`config.mk`:
```
export PLATFORM = sky130hd
export DESIGN_NAME = sram_arbiter_ctrl
export DESIGN_NICKNAME = d
export VERILOG_FILES = /design/src/rtl/sram_arbiter_ctrl.sv
export SDC_FILE = /design/constraint.sdc
export NUM_CORES = 1
export LEC_CHECK = 0
export ABC_AREA = 1
export CAP_MARGIN = 15
export CORE_MARGIN = 4
export CORE_UTILIZATION = 40
export CTS_CLUSTER_SIZE = 8
export DETAILED_ROUTE_END_ITERATION = 12
export PLACE_DENSITY = 0.88
export SYNTH_ARGS = -nofsm -noshare
export SYNTH_HDL_FRONTEND = slang
export SYNTH_SLANG_ARGS = --single-unit
```
`constraint.sdc`:
```
create_clock -name clk -period 2.03 [get_ports clk]
set_clock_uncertainty 0.15 [all_clocks]
set_input_delay 0.406 -clock clk [delete_from_list [all_inputs] [get_ports clk]]
set_output_delay 0.406 -clock clk [all_outputs]
set_load 0.05 [all_outputs]
```
`src/rtl/sram_arbiter_ctrl.sv`:
```
// Two-master arbiter and access sequencer for a 32-bit external async SRAM
// built from two 16-bit chips (chip 0 = data[15:0], chip 1 = data[31:16]).
// Ports:
//   clk, reset_n                      clock, synchronous active-low reset
//   mN_req/we/addr/be/wdata           master N request (held until ack)
//   mN_rdata/ack                      master N read data, one-cycle ack pulse
//   ram_addr, ram_data_read/write     SRAM address and split data bus
//   ram_data_is_output                1 = controller drives the data bus
//   ram_ce_n/lb_n/ub_n/we_n/oe_n      per-chip active-low strobes
// Every output is a flop; the strobes are computed from the next state so
// they line up with the state the FSM is entering.
module sram_arbiter_ctrl #(
  parameter int unsigned RD_CYCLES = 2,
  parameter int unsigned WR_CYCLES = 2
) (
  input  logic        clk,
  input  logic        reset_n,
  input  logic        m0_req,
  input  logic        m0_we,
  input  logic [17:0] m0_addr,
  input  logic [3:0]  m0_be,
  input  logic [31:0] m0_wdata,
  output logic [31:0] m0_rdata,
  output logic        m0_ack,
  input  logic        m1_req,
  input  logic        m1_we,
  input  logic [17:0] m1_addr,
  input  logic [3:0]  m1_be,
  input  logic [31:0] m1_wdata,
  output logic [31:0] m1_rdata,
  output logic        m1_ack,
  output logic [17:0] ram_addr,
  input  logic [31:0] ram_data_read,
  output logic [31:0] ram_data_write,
  output logic        ram_data_is_output,
  output logic [1:0]  ram_ce_n,
  output logic [1:0]  ram_lb_n,
  output logic [1:0]  ram_ub_n,
  output logic [1:0]  ram_we_n,
  output logic [1:0]  ram_oe_n
);

  localparam int unsigned CNT_W   = 4;
  localparam logic [CNT_W-1:0] RD_LAST = CNT_W'(RD_CYCLES - 1);
  localparam logic [CNT_W-1:0] WR_LAST = CNT_W'(WR_CYCLES - 1);

  typedef enum logic [2:0] {
    S_IDLE, S_RD, S_WR_SETUP, S_WR_PULSE, S_WR_HOLD, S_DONE
  } state_e;

  state_e            state_q, state_d;
  logic [CNT_W-1:0]  cnt_q, cnt_d;
  logic              gnt_q, gnt_d;
  logic              last_q, last_d;
  logic              we_q, we_d;
  logic [17:0]       addr_q, addr_d;
  logic [3:0]        be_q, be_d;
  logic [31:0]       wdata_q, wdata_d;
  logic [31:0]       m0_rdata_q, m0_rdata_d, m1_rdata_q, m1_rdata_d;
  logic              m0_ack_q, m0_ack_d, m1_ack_q, m1_ack_d;
  logic              is_out_q, is_out_d;
  logic [1:0]        ce_n_q, ce_n_d, lb_n_q, lb_n_d, ub_n_q, ub_n_d;
  logic [1:0]        we_n_q, we_n_d, oe_n_q, oe_n_d;
  logic [1:0]        lane_n;
  logic [31:0]       rd_mask;

  // State, latched request and output registers
  always_ff @(posedge clk) begin
    if (!reset_n) begin
      state_q    <= S_IDLE;
      cnt_q      <= '0;
      gnt_q      <= 1'b0;
      last_q     <= 1'b1;
      we_q       <= 1'b0;
      addr_q     <= '0;
      be_q       <= '0;
      wdata_q    <= '0;
      m0_rdata_q <= '0;
      m1_rdata_q <= '0;
      m0_ack_q   <= 1'b0;
      m1_ack_q   <= 1'b0;
      is_out_q   <= 1'b0;
      ce_n_q     <= 2'b11;
      lb_n_q     <= 2'b11;
      ub_n_q     <= 2'b11;
      we_n_q     <= 2'b11;
      oe_n_q     <= 2'b11;
    end else begin
      state_q    <= state_d;
      cnt_q      <= cnt_d;
      gnt_q      <= gnt_d;
      last_q     <= last_d;
      we_q       <= we_d;
      addr_q     <= addr_d;
      be_q       <= be_d;
      wdata_q    <= wdata_d;
      m0_rdata_q <= m0_rdata_d;
      m1_rdata_q <= m1_rdata_d;
      m0_ack_q   <= m0_ack_d;
      m1_ack_q   <= m1_ack_d;
      is_out_q   <= is_out_d;
      ce_n_q     <= ce_n_d;
      lb_n_q     <= lb_n_d;
      ub_n_q     <= ub_n_d;
      we_n_q     <= we_n_d;
      oe_n_q     <= oe_n_d;
    end
  end

  // Byte enables of unselected lanes zero the captured read data
  assign rd_mask = {{8{be_q[3]}}, {8{be_q[2]}}, {8{be_q[1]}}, {8{be_q[0]}}};

  // Next state, arbitration, capture and next-output decode
  always_comb begin
    state_d    = state_q;
    cnt_d      = cnt_q;
    gnt_d      = gnt_q;
    last_d     = last_q;
    we_d       = we_q;
    addr_d     = addr_q;
    be_d       = be_q;
    wdata_d    = wdata_q;
    m0_rdata_d = m0_rdata_q;
    m1_rdata_d = m1_rdata_q;
    m0_ack_d   = 1'b0;
    m1_ack_d   = 1'b0;
    is_out_d   = 1'b0;
    ce_n_d     = 2'b11;
    lb_n_d     = 2'b11;
    ub_n_d     = 2'b11;
    we_n_d     = 2'b11;
    oe_n_d     = 2'b11;
    lane_n     = 2'b11;

    unique case (state_q)
      S_IDLE: begin
        if (m0_req || m1_req) begin
          // Round-robin pointer only moves when both masters contend
          if (m0_req && m1_req) begin
            gnt_d  = ~last_q;
            last_d = ~last_q;
          end else begin
            gnt_d = m1_req;
          end
          we_d    = gnt_d ? m1_we    : m0_we;
          addr_d  = gnt_d ? m1_addr  : m0_addr;
          be_d    = gnt_d ? m1_be    : m0_be;
          wdata_d = gnt_d ? m1_wdata : m0_wdata;
          cnt_d   = '0;
          state_d = we_d ? S_WR_SETUP : S_RD;
        end
      end
      S_RD: begin
        if (cnt_q == RD_LAST) begin
          if (gnt_q) m1_rdata_d = ram_data_read & rd_mask;
          else       m0_rdata_d = ram_data_read & rd_mask;
          state_d = S_DONE;
        end else begin
          cnt_d = cnt_q + CNT_W'(1);
        end
      end
      S_WR_SETUP: begin
        cnt_d   = '0;
        state_d = S_WR_PULSE;
      end
      S_WR_PULSE: begin
        if (cnt_q == WR_LAST) state_d = S_WR_HOLD;
        else                  cnt_d   = cnt_q + CNT_W'(1);
      end
      S_WR_HOLD: state_d = S_DONE;
      S_DONE:    state_d = S_IDLE;
      default:   state_d = S_IDLE;
    endcase

    // A chip is selected only if one of its two byte lanes is enabled
    lane_n = ~{|be_d[3:2], |be_d[1:0]};

    unique case (state_d)
      S_RD: begin
        ce_n_d = lane_n;
        lb_n_d = ~{be_d[2], be_d[0]};
        ub_n_d = ~{be_d[3], be_d[1]};
        oe_n_d = lane_n;
      end
      S_WR_SETUP, S_WR_HOLD: begin
        ce_n_d   = lane_n;
        lb_n_d   = ~{be_d[2], be_d[0]};
        ub_n_d   = ~{be_d[3], be_d[1]};
        is_out_d = 1'b1;
      end
      S_WR_PULSE: begin
        ce_n_d   = lane_n;
        lb_n_d   = ~{be_d[2], be_d[0]};
        ub_n_d   = ~{be_d[3], be_d[1]};
        we_n_d   = lane_n;
        is_out_d = 1'b1;
      end
      S_DONE: begin
        m0_ack_d = ~gnt_d;
        m1_ack_d = gnt_d;
      end
      default: ;
    endcase
  end

  assign m0_rdata           = m0_rdata_q;
  assign m1_rdata           = m1_rdata_q;
  assign m0_ack             = m0_ack_q;
  assign m1_ack             = m1_ack_q;
  assign ram_addr           = addr_q;
  assign ram_data_write     = wdata_q;
  assign ram_data_is_output = is_out_q;
  assign ram_ce_n           = ce_n_q;
  assign ram_lb_n           = lb_n_q;
  assign ram_ub_n           = ub_n_q;
  assign ram_we_n           = we_n_q;
  assign ram_oe_n           = oe_n_q;

endmodule

```
==> run metrics <==
Core Util, Final 65.99%; reg2reg path depth 8; num rows 42; Seq. cell area 2803 um2; Worst Min Path Start reset_n; total number of vias 5,928; Synth area leader dfxtp_1; Initial Utilization 41.09%; Distinct cells, synth 25; largest stage delay on the critical path 0.53 ns; buffer depth of the longest clock path 2; 1st-iter DRT viols 363; drt drc 0; register area share after synthesis 51.09%; CP Capture Type output port; critical path peak fanout 2; buffer and inverter count on the worst path 1; HPWL Detailed 13.90 mm; Slew @ Worst Pin 0.4898 ns; Fillers 1,096; grt ovf 0; startpoint types flip-flop; peak supply drop 0.6848 mV; number of I/O pins 273; layout cell share with drive strength beyond 1 18.91%; first-pass GRT wire length 28.79 mm; Synth Cell Area 5485 um2; die height 125.1 um; vias in the first global route 5,484; ant diodes 0; die extent in x 125.1 um; WL final 18.82 mm; Num CTS Buffers 17; Area Overhead vs Synth 60.58%; top cell type's share of synthesized area 51.09%; Final Critical Period 1.839 ns; H-tree lvl count 4; Final Setup Violations 0; Critical Path RT 1.47 ns; nets 1,129; Max Cap Viol 0; kind of critical path reg -> out; Final ANT Viol Nets 0; largest net degree at the start of global routing 65; Routability Congestion 0.8866; antenna violations before repair 0; slew margin rel. 67.48%; commonest non-fill, non-tap cell in the layout clkdlybuf4s50_1; Die Area 15,650 um2; Post-DP Area 8223 um2; # Post-CTS Setup Buffers 0; reg-to-reg endpoint ram_ub_n[0]; Avg Inst Size Synth 7.672 um2; CTS tree built; Buffers on Ports 272; run status finished clean; gr usage total 22.94%; #FFs+latches synth 140; cell breakdown of the critical path dlygate4sd2_1; Final Hold Viols 0; synth warn 0; Cells after Synth 715; vias per cell 5.067; Worst Hold Path EP state_q[0]; unrepaired setup endpoints after global routing no; slowest CP cell dlygate4sd2_1; largest delay contributor family on the critical path buffers and inverters; CTS Hold Bufs 0; Leak Pwr 0.003818 uW; wire per inst 16.08 um; iteration count of the initial detailed-routing pass 5; total clock sinks 140; Multi-input gate area 2346 um2; Hold/Removal Path Class in -> reg; Post-Syn Nets 863; commonest non-fill, non-tap cells in the layout clkdlybuf4s50_1 (144), dfxtp_1 (140), nand2_1 (125), a21oi_1 (125), buf_4 (125); Worst-path clk slew 0.06 ns; final cycle utilization of the critical path 90.59%; post-CTS resize count 19; Core ar. 13,350 um2; Final Max Tran Viols 0; Pwr Density 1247 nW/um2; fmax 0.5438 GHz; Synth area leaders dfxtp_1 (51%), a21oi_1 (11%), nand2_1 (8.6%); hold path depth 3; clock root buffer clkbuf_16; crit path DAT 1.28 ns; clk_lat worst skew 0.42 ns; PnR Total Power 10,980 uW; final instance area 8808 um2; FF-to-FF Start cnt_q[1]; reg-to-reg slack, setup 0.22 ns
## worst max-delay path by stage
stage                                   end         start  cells past startpoint
after floorplan                 ram_lb_n[0]      cnt_q[1]                      8
after global placement          ram_we_n[0]        m1_req                      8
after detailed placement  ram_data_write[4]        m0_req                      9
after CTS                      m0_rdata[22]  m0_rdata[22]                      1
after global routing            ram_ub_n[0]      cnt_q[1]                      8
final                          m0_rdata[10]  m0_rdata[10]                      1
## routing by layer
layer  vias up  wire, um  part of all wire [%]  GRT usage (%)
met5         -         0                     0              0
met4         0       510                   2.7          9.375
met3        33      1915                    10          8.571
met2       285      9153                    49          38.69
met1      2687      7236                    38          26.30
li1       2923         -                     -              -
## sequential cells by signal (all words and copies together), names as in the netlist
signal,flops
be_q,4
cnt_q,4
gnt_q,1
last_q,1
m0_ack,1
m0_rdata,32
m1_ack,1
m1_rdata,32
ram_addr,18
ram_ce_n,2
ram_data_is_output,1
ram_data_write,32
ram_lb_n,2
ram_oe_n,2
ram_ub_n,2
ram_we_n,2
state_q,3
## cells by family after synthesis
| kind of cell | after synthesis | synth area share (%) |
|---|---|---|
| flip-flops | 140 | 51.09 |
| AND/OR/NAND/NOR | 253 | 18.84 |
| AO/OA/AOI/OAI | 246 | 23.27 |
| buffers and inverters | 73 | 6.182 |
| adder cells (fa/ha/maj) | 2 | 0.4561 |
| XOR/XNOR | 1 | 0.1597 |
## area by class of cell
| type | count | share of cell area (%) |
|---|---|---|
| Sequential cell | 140 | 31.82 |
| Clock inverter | 13 | 1.889 |
| Tap cell | 176 | 2.500 |
| Multi-Input combinational cell | 502 | 26.63 |
| Inverter | 21 | 0.8949 |
| Timing Repair Buffer | 299 | 31.24 |
| Clock buffer | 19 | 5.028 |
## metrics by stage
step | TNS [ns] | std cells | hold slack (ns) | worst slack, ns
floorplan | 0 | 715 | 0.2946 | 0.4186
detailed placement | -2.576 | 1138 | 0.3049 | -0.1367
global placement | -0.4476 | 1138 | 0.3020 | -0.06249
global route | 0 | 1170 | 0.2307 | 0.09323
finish | 0 | 1170 | 0.2233 | 0.1910
CTS | 0 | 1170 | 0.2022 | 0.1711
## cells in the mapped netlist
cell      count
o21ai_1      16
inv_1        19
nor3_4        1
xor2_1        1
nand2_2       2
dfxtp_1     140
inv_2         2
nand3_1      21
buf_2        19
buf_4         5
buf_1         6
ha_1          2
clkbuf_1     19
a21oi_2       2
or2_2         5
or2_0         1
nor2_2        1
a211oi_2      3
buf_6         3
nor2_4        3
nor2_1       93
a21oi_1     125
o21ai_0      94
nand2_1     126
a211oi_1      6
## power breakdown
group          switching [uW]  internal (uW)  leakage [uW]
Combinational            2840           1440       0.00238
Sequential                309           3220       0.00114
Clock                    1200           1970      0.000290
Total                    4360           6620       0.00382
(Power assumes the default switching activity.)
